File: src/rtl/clut_loader.sv
// Palette loader: streams a palette image into the 3R ({G,R}) and 3S (B) palette RAMs.
// Writes are gated to vertical blanking and the image is closed by an 8-bit checksum byte.
module clut_loader #(
    parameter int ENTRIES     = 512,
    parameter int AW          = 9,
    parameter int GATE_VBLANK = 1
) (
    input  logic          CLK_6M,
    input  logic          CLR,
    input  logic          START,
    input  logic          ABORT,
    input  logic          VBLANK,
    input  logic [7:0]    DIN,
    input  logic          DIN_VALID,
    output logic          DIN_READY,
    output logic          RG_WE,
    output logic [AW-1:0] RG_WA,
    output logic [7:0]    RG_WD,
    output logic          B_WE,
    output logic [AW-1:0] B_WA,
    output logic [3:0]    B_WD,
    output logic          BUSY,
    output logic          DONE,
    output logic          ERR,
    output logic [2:0]    STATE_DBG
);

    typedef enum logic [2:0] {
        S_IDLE    = 3'd0,
        S_LOAD_RG = 3'd1,
        S_LOAD_B  = 3'd2,
        S_CHECK   = 3'd3,
        S_FINISH  = 3'd4
    } state_t;

    localparam logic [AW-1:0] LAST_ADDR = AW'(ENTRIES - 1);

    state_t        state_q;
    logic [AW-1:0] addr_q;
    logic [AW-1:0] addr_d;
    logic [7:0]    sum_q;
    logic [7:0]    sum_d;
    logic          rg_we_q;
    logic [AW-1:0] rg_wa_q;
    logic [7:0]    rg_wd_q;
    logic          b_we_q;
    logic [AW-1:0] b_wa_q;
    logic [3:0]    b_wd_q;
    logic          busy_q;
    logic          done_q;
    logic          err_q;
    logic          loading;
    logic          last_entry;
    logic          xfer;

    // DIN handshake: a byte moves on a rising edge where DIN_VALID && DIN_READY.
    // DIN_READY depends only on state and VBLANK, never on DIN_VALID.
    always_comb begin
        loading    = (state_q == S_LOAD_RG) || (state_q == S_LOAD_B) || (state_q == S_CHECK);
        DIN_READY  = loading && (VBLANK || (GATE_VBLANK == 0));
        xfer       = DIN_VALID && DIN_READY;
        last_entry = (addr_q == LAST_ADDR);
        addr_d     = last_entry ? '0 : addr_q + 1'b1;
        sum_d      = sum_q + DIN;
    end

    always_ff @(posedge CLK_6M) begin
        if (CLR) begin
            state_q <= S_IDLE;
            addr_q  <= '0;
            sum_q   <= '0;
            rg_we_q <= 1'b0;
            rg_wa_q <= '0;
            rg_wd_q <= '0;
            b_we_q  <= 1'b0;
            b_wa_q  <= '0;
            b_wd_q  <= '0;
            busy_q  <= 1'b0;
            done_q  <= 1'b0;
            err_q   <= 1'b0;
        end else begin
            rg_we_q <= 1'b0;
            b_we_q  <= 1'b0;
            if (ABORT && loading) begin
                // An abort swallows any coincident transfer: no strobe follows it.
                state_q <= S_IDLE;
                busy_q  <= 1'b0;
                done_q  <= 1'b0;
                err_q   <= 1'b1;
            end else if (START && (state_q == S_IDLE || state_q == S_FINISH)) begin
                state_q <= S_LOAD_RG;
                addr_q  <= '0;
                sum_q   <= '0;
                busy_q  <= 1'b1;
                done_q  <= 1'b0;
                err_q   <= 1'b0;
            end else if (xfer) begin
                case (state_q)
                    S_LOAD_RG: begin
                        rg_we_q <= 1'b1;
                        rg_wa_q <= addr_q;
                        rg_wd_q <= DIN;
                        sum_q   <= sum_d;
                        addr_q  <= addr_d;
                        if (last_entry) state_q <= S_LOAD_B;
                    end
                    S_LOAD_B: begin
                        b_we_q <= 1'b1;
                        b_wa_q <= addr_q;
                        b_wd_q <= DIN[3:0];
                        sum_q  <= sum_d;
                        addr_q <= addr_d;
                        if (DIN[7:4] != 4'h0) err_q <= 1'b1;
                        if (last_entry) state_q <= S_CHECK;
                    end
                    S_CHECK: begin
                        // Trailer byte makes the mod-256 sum of the whole image zero.
                        sum_q   <= sum_d;
                        state_q <= S_FINISH;
                        busy_q  <= 1'b0;
                        done_q  <= 1'b1;
                        if (sum_d != 8'h00) err_q <= 1'b1;
                    end
                    default: ;
                endcase
            end
        end
    end

    assign RG_WE     = rg_we_q;
    assign RG_WA     = rg_wa_q;
    assign RG_WD     = rg_wd_q;
    assign B_WE      = b_we_q;
    assign B_WA      = b_wa_q;
    assign B_WD      = b_wd_q;
    assign BUSY      = busy_q;
    assign DONE      = done_q;
    assign ERR       = err_q;
    assign STATE_DBG = state_q;

endmodule

File: config.mk
export PLATFORM = sky130hd
export DESIGN_NAME = clut_loader
export DESIGN_NICKNAME = d
export VERILOG_FILES = /design/src/rtl/clut_loader.sv
export SDC_FILE = /design/constraint.sdc
export NUM_CORES = 1
export LEC_CHECK = 0
export CORE_AREA = 2 2 78 80
export DETAILED_ROUTE_END_ITERATION = 12
export DIE_AREA = 0 0 80 82
export PLACE_DENSITY = 0.73
export SYNTH_ARGS = -nofsm -noshare
export SYNTH_HDL_FRONTEND = slang
export SYNTH_SLANG_ARGS = --single-unit
File: constraint.sdc
create_clock -name CLK_6M -period 2.5 [get_ports CLK_6M]
set_input_delay 0.5 -clock CLK_6M [delete_from_list [all_inputs] [get_ports CLK_6M]]
set_output_delay 0.5 -clock CLK_6M [all_outputs]
set_load 0.005 [all_outputs]
### Word level (Yosys, flattened, before mapping)

Cells that the tools add are included.

* flip-flop bits (word level): 55
* bits of input ports: 14
* logic and storage cells: 84

* add/subtract/negate cells: 2
* eq/ne operators: 11
* muxes and demuxes: 23
* bitwise logic cells: 3
* reductions and logical operators: 32

Operators with widths (count)
* 2-to-1 mux 9 bit: 4
* 2-to-1 mux 8 bit: 3
* AND reduction 4 bit: 5
* 2-to-1 mux 1 bit: 12
* nonzero test 4 bit: 3
* adder 9 x 1 -> 9 bit (second input constant): 1
* == test 9 bit (second input constant): 1
* one-hot mux 3 bit (3 select lines): 1
* adder 8 bit: 1
* != test 4 x 1 -> 1 bit (second input constant): 2
* nonzero test 2 bit: 4
* nonzero test 8 bit: 1
* == test 3 x 2 -> 1 bit (second input constant): 2
* 2-to-1 mux 3 bit: 2
* != test 3 x 2 -> 1 bit (second input constant): 2
* AND reduction 3 bit: 2
* nonzero test 3 bit: 2
* OR reduction 3 bit: 2
* logical AND 1 bit: 4
* != test 2 bit (second input constant): 2
* AND reduction 2 bit: 2
* OR reduction 2 bit: 2
* OR reduction 4 bit: 1
* == test 3 x 1 -> 1 bit (second input constant): 1
* other kinds (5): 9

### Logic depth before layout (Yosys ltp)

Gate-level depths: netlist of run 1.

* depth in word-level cells: 8
* depth in mapped cells: 9

### Worst setup path after synthesis of run 1

OpenSTA, ideal clock, no wires.

* path kind: input to register
* start point: in DIN[0]
* end point: reg err_q (netlist: ERR)
* data arrival time: 2.337 ns
* data required time: 2.375 ns
* path slack: 0.038 ns
* stages on the path: 7
* buffers on the path: 0
* cell sequence: ha_1 > fa_1 > a21o_1 > a21oi_1 > xnor2_1 > or4_1 > o41a_1

* word-level cells in the longest chain between the ends: 4

Ends and longest elaborated chain
* from (decl): RTL line 13 `input logic [7:0] DIN,`
* adder 8 bit: RTL line 64 `sum_d = sum_q + DIN;`
* nonzero test 8 bit: RTL line 122 `if (sum_d != 8'h00) err_q <= 1'b1;`
* != test 4 x 1 -> 1 bit (no source line)
* AND reduction 4 bit (no source line)
* to (signal assigned): RTL line 80 `err_q <= 1'b0;`
* to (signal assigned): RTL line 89 `err_q <= 1'b1;`
* to (signal assigned): RTL line 122
* to (decl): RTL line 51 `logic err_q;`

Every way passes these cells.
A chain may end at the register's enable or synchronous reset.

### Worst setup path in the final report of run 1

Same ends and word-level chain as after synthesis.

==> results.md, run 1 <==
- CTS sink count: 55
- Reg2Reg Setup Slack: between 0.2 and 0.25 ns
- Max Buffers Root-to-Sink: 2
- Unrepaired setup endpoints after global routing: no
- Cts bufs inserted: 5
- Post-synth top cells: dfxtp_1 (55), nor2_1 (50), mux2i_1 (32), xnor2_1 (10), ha_1 (9)
- Hold path depth: 2
- Xor-xnor portion of the synthesized cell area: between 4 and 5%
- Fmax: between 400 and 500 MHz
- Mux cell area share after synthesis: approximately an eighth
- Slew Viols, Final: 0
- Sequential area share after synthesis: 44.2%
- Vias in the first global route: 1943
- Worst R2R Start: sum_q[0]
- Area occupied by multi-input gates: about 1300 um^2
- DRT Pass-1 Iters: 4
- Syn_area_per_cell: 9.97 um^2
- Mapped Area: about 2500 um^2
- Ys flop type: dfxtp_1
- DIE HEIGHT: 82 um
- Worst Hold Launch: sum_q[2]
- CTS tree: built
- Cell accounting for the most synthesized area: dfxtp_1
- Post-synth cell types: between 40 and 50
- EDFF count, synth: 0
- Vias: ~2.0k
- Die Wd: around 80 um
- MaxCap Viol Count: 0
- DR WL/cell: 14.0 um
- R2r worst-path depth: 7
- IO buf count: 52
- Crit. End Element: register
- Initial antenna violation count: 0
- Min cycle time layout: around 2.4 ns
- Peak VDD IR: 309 uV
- Worst skew pair latency: between 0.3 and 0.4 ns
- Syn Inst Count: 250
- Core area: around 5700 um^2
- Wirelength, routed: between 5000 and 6000 um
- Drt drc: 0
- CP Data Required Time: between 2 and 3 ns
- Slew @ Worst Pin: between 0.5 and 0.6 ns
- YS warnings: 0
- Drt initial violations: 103
- Post-CTS resize count: 4
- Area Overhead vs Synth: 33.3%
- Min-delay worst type: register to register
- Slew HR: 61.6%
- Clk pin slew, worst setup/hold paths: about 0.1 ns
- Simple-gate share of the synthesized area: 18.5%
- # rows: 28
- Sequential cell area: around 1100 um^2
- First-pass GRT wire length: 9250 um
- # diodes: 0
- R2r endpoint: ERR
- Synthesized-area fraction occupied by adder cells: between 5 and 6%
- Global placer's final weighted congestion: between 0.7 and 0.8
- Top-count cell post-synth: dfxtp_1
- DP HPWL: about 4100 um
- Overall power: 1.81 mW
- Mapped Nets: 274
- Crit path DAT: around 2.6 ns
- WS Path Type: input pin to register
- Layout Nets: between 300 and 400
- Final cycle utilization of the critical path: about 96%
- Min Hold Slack: between 0.4 and 0.5 ns
- Synth top area cells: dfxtp_1 (44%), mux2i_1 (13%), nor2_1 (7.5%)
- Worst Skew: approximately 0.0065 ns
- Crit path to: ERR
- Die footprint: between 6000 and 7000 um^2
- Detail Route Antenna Nets: 0
- Main combinational cell family by area after synthesis: simple AND/OR/NAND/NOR gates
- CTS root buf: clkbuf_8
- H-Tree Depth: 2
- Cells after DPL: between 300 and 400
- Area share of the largest cell type after synthesis: between 40% and 50%
- Ports: between 50 and 60
- Complex-gate fraction of the synthesized area: a little over a tenth
- Ys async rst share: 0%
- Power Density: between 500 and 600 nW/um^2
- Share of cells above drive strength 1: between 10% and 20%
- Total congestion overflow: 0
- Outcome: complete, no violations
- Leak: ~1.5 nW
- Final Hold Fails: 0
- CTS Hold Bufs: 0
- Starting Density: a little over two fifths
- Crit-path max FO: 3
- Seq cells post-synth: 55
- Post-CTS Setup Inserts: 0
- Vias per std cell: a little over 5
- Critical Path Start: DIN[0]
- Fill count: ~500
- GRT Util Overall: a little under a fifth
- Final Non-Filler Cells: 397
- Largest net degree at the start of global routing: 21
- Worst setup SP type: input pin
- Layout Utilization: slightly below 60%
- Final setup fails: 0
## flip-flops by register name, summed over array words and instances, names as in the netlist
signal / flops
ERR: 1
RG_WD: 8
B_WD: 4
RG_WE: 1
DONE: 1
B_WE: 1
sum_q: 8
STATE_DBG: 3
B_WA: 9
addr_q: 9
RG_WA: 9
BUSY: 1
## worst max-delay path: stages
cell           delay (ns)
dlygate4sd2_1        0.26
ha_2                 0.20
fa_1                 0.38
a21o_1               0.18
a21oi_2              0.15
xnor2_1              0.10
or4_1                0.52
o41a_1               0.31
## stage by stage
| stage | cell area [um^2] | worst slack [ns] | TNS (ns) |
|---|---|---|---|
| finish | 3320 | 0.102 | 0 |
| global route | 3320 | 0.0268 | 0 |
| CTS | 3320 | 0.0915 | 0 |
| detailed placement | 3190 | -0.514 | -0.907 |
| global placement | 3190 | -0.450 | -0.763 |
| floorplan | 2490 | 0.0376 | 0 |
## worst min-delay path by stage
| stage | endpoint |
|---|---|
| final | sum_q[2] |
| after global routing | sum_q[2] |
| after CTS | sum_q[2] |
| after detailed placement | sum_q[2] |
| after global placement | sum_q[2] |
| after floorplan | sum_q[2] |
## layout by cell type (no fill, tap or decap), drive strengths merged, types with 2 or more instances in the layout
cell	count
nor3	8
dfxtp	55
nand3	6
nor4	3
nor2	51
o21bai	2
a21o	2
xnor2	10
nor3b	2
bufinv	2
dlygate4sd2	2
inv	5
or3	5
o21a	2
ha	9
or4	3
a22o	7
clkdlybuf4s50	50
nor2b	2
a41oi	2
buf	22
a21oi	8
mux2i	32
clkbuf	6
o21ai	6
xor2	3
a211oi	3
nand2	5
## final cells by class
| class | instances | share of cell area (%) |
|---|---|---|
| clock buffer | 6 | 2.18 |
| clock inverter | 2 | 1.81 |
| inverter | 5 | 0.565 |
| multi-input combinational | 180 | 38.9 |
| sequential | 55 | 33.1 |
| tap | 75 | 2.82 |
| timing repair buffer | 74 | 20.6 |
## per-layer routing
layer	GRT usage (%)	vias up	wire [um]
met4	7.12	0	58
met5	0	-	0
li1	-	1026	-
met2	29.7	40	2650
met3	3.74	6	196
met1	23.7	959	2640
## power by group
| part | leakage, nW | internal, mW | switching [mW] | total (mW) |
|---|---|---|---|---|
| Clock | 0.0654 | 0.400 | 0.284 | 0.684 |
| Sequential | 0.444 | 0.889 | 0.0222 | 0.911 |
| Combinational | 0.973 | 0.112 | 0.105 | 0.217 |
| Total | 1.48 | 1.40 | 0.411 | 1.81 |
## cell families after synthesis
group                      Yosys count
and+or+nand+nor                     89
DFF                                 55
AOI/OAI and AO/OA                   36
muxes                               32
buffers and inverters               15
xor gates and xnor gates            13
adders and majority gates           10
Power figures use the tool's default switching activity.
==> run 2, diff against run 1 <==
--- a/config.mk
+++ b/config.mk
@@ -8,7 +8,9 @@
 export CORE_AREA = 2 2 78 80
 export DETAILED_ROUTE_END_ITERATION = 12
 export DIE_AREA = 0 0 80 82
+export GPL_TIMING_DRIVEN = 0
 export PLACE_DENSITY = 0.73
 export SYNTH_ARGS = -nofsm -noshare
 export SYNTH_HDL_FRONTEND = slang
 export SYNTH_SLANG_ARGS = --single-unit
+export TNS_END_PERCENT = 1
==> results.md, run 2 (synthesis gave the netlist of run 1 again) <==
- Ports: 53
- DR WL/cell: between 10 and 15 um
- Min-delay worst type: register to register
- Area Overhead vs Synth: 28.2%
- Cells after DPL: roughly 380
- DRT Pass-1 Iters: 4
- First-pass GRT wire length: 8600 um
- Slew @ Worst Pin: 0.632 ns
- Crit path DAT: ~2.6 ns
- Final setup fails: 0
- Crit. End Element: register
- CP max-delay cell: or4_1
- Commonest non-fill, non-tap cell in the layout: dfxtp_1
- Min cycle time layout: 2.43 ns
- CP Data Required Time: 2.69 ns
- Combinational Power Share: about an eighth
- GRT Util Overall: about 17%
- CP peak stage delay: ~0.53 ns
- Setup_tns: 0 ns
- Fill count: ~530
- Final cycle utilization of the critical path: 97.4%
- CTS tree: built
- Cts bufs inserted: 5
- Outcome: complete, no violations
- Leak: between 1 and 1.5 nW
- Core area: between 5000 and 6000 um^2
- Crit-path max FO: 3
- DP HPWL: about 3900 um
- # diodes: 0
- Detail Route Antenna Nets: 0
- Vias per std cell: ~5.2
- DIE HEIGHT: approximately 82 um
- Max Buffers Root-to-Sink: 2
- Worst skew pair latency: 0.30 ns
- Final Non-Filler Cells: around 380
- Global placer's final weighted congestion: around 0.79
- Worst setup SP type: input pin
- Final Hold Fails: 0
- Flop pwr share: a little under three fifths
- Commonest cells after routing, fill and taps aside: dfxtp_1 (55), nor2_1 (50), clkdlybuf4s50_1 (48)
- MaxCap Viol Count: 0
- Power Density: about 500 nW/um^2
- Sequential cell area: between 1000 and 1500 um^2
- Initial antenna violation count: 0
- Fmax: 411 MHz
- Int Pwr: 1.20 mW
- Worst path cell trace: dlygate4sd2_1 -> ha_2 -> fa_2 -> a21o_1 -> a21oi_2 -> xnor2_1 -> or4_1 -> o41a_1
- H-Tree Depth: 2
- Slew Viols, Final: 0
- Vias: approximately 2.0k
- Final Cell Area: ~3200 um^2
- Clk pin slew, worst setup/hold paths: 0.09 ns
- Clock share of power: between 30% and 40%
- Unrepaired setup endpoints after global routing: no
- WS Path Type: input pin to register
- Switch Pwr: 0.390 mW
- Share of cells above drive strength 1: 8.44%
- Die Wd: about 80 um
- CTS Hold Bufs: 0
- Area occupied by multi-input gates: 1300 um^2
- CTS sink count: 55
- CTS root buf: clkbuf_8
- IO buf count: 51
- Worst Skew: 0.00238 ns
- Layout Nets: ~330
- Total congestion overflow: 0
- Overall power: 1.59 mW
- Peak VDD IR: between 200 and 250 uV
- Area post-placement: about 3100 um^2
- # rows: 28
- Slew HR: between 50% and 60%
- Sw frac: between 20% and 30%
- Wirelength, routed: between 5000 and 6000 um
- Drt initial violations: 80
- Drt drc: 0
- Starting Density: ~43%
- Vias in the first global route: roughly 1.8k
- Die footprint: 6560 um^2
- Largest net degree at the start of global routing: 16
run 2: cell count changes in the layout (fill, tap and decap cells not counted), sizes merged:
cell / previous run / this run
clkbuf: 6 / 10
dlymetal6s2s: 0 / 1
clkinv: 0 / 1
buf: 22 / 6
clkdlybuf4s50: 50 / 48
bufinv: 2 / 0
run 2: final cells by class:
class	instances	area share [%]
Clock inverter	1	0.157
Inverter	5	0.587
Buffer	10	2.66
Multi-Input combinational cell	180	40.6
Sequential cell	55	34.5
Timing Repair Buffer	51	16.0
Tap cell	75	2.94
Clock buffer	6	2.58
run 2: final timing paths:
kind / from / endpoint / slack, ns / cells past startpoint
worst max-delay path: DIN[0] / ERR / 0.07 / 8
worst min register to register: DONE / DONE / 0.49 / 2
worst min-delay path: DONE / DONE / 0.49 / 2
worst max register to register: sum_q[0] / ERR / 0.20 / 7
run 2: critical path: cells and delay by family:
kind / cells / cell delay [ns]
AO/OA/AOI/OAI: 3 / 0.65
XOR/XNOR: 1 / 0.10
adder cells (fa/ha/maj): 2 / 0.57
buffers and inverters: 1 / 0.27
AND/OR/NAND/NOR: 1 / 0.53
run 2: repair_timing:
action	in CTS	in global routing
endpoints found under the setup margin	1	1
pin swaps	1	0
cloned	0	0
buffers inserted	0	0
gates resized for setup	5	2
run 2: metal layers:
metal	wire [um]	global-route usage, %	vias up
li1	-	-	1000
met1	2540	22.3	928
met2	2470	26.8	55
met3	234	4.07	11
met4	80	4.75	0
met5	0	0	-
run 2: power by group through the flow:
stage | Clock [mW] | Combinational (mW) | Sequential [mW]
5_1_grt | 0.537 | 0.225 | 0.902
4_1_cts | 0.501 | 0.204 | 0.900
3_5_place_dp | 0 | 0.204 | 0.921
3_3_place_gp | 0 | 0.202 | 0.921
6_report | 0.486 | 0.205 | 0.900
2_1_floorplan | 0 | 0.130 | 0.919
run 2: per-stage QoR:
step	setup slack (ns)	hold slack [ns]	utilization, %
floorplan	0.0376	0.429	-
global placement	-0.576	0.456	53.9
detailed placement	-0.595	0.463	53.9
CTS	0.0275	0.493	55.5
global route	0.00459	0.516	55.6
finish	0.0658	0.489	55.6
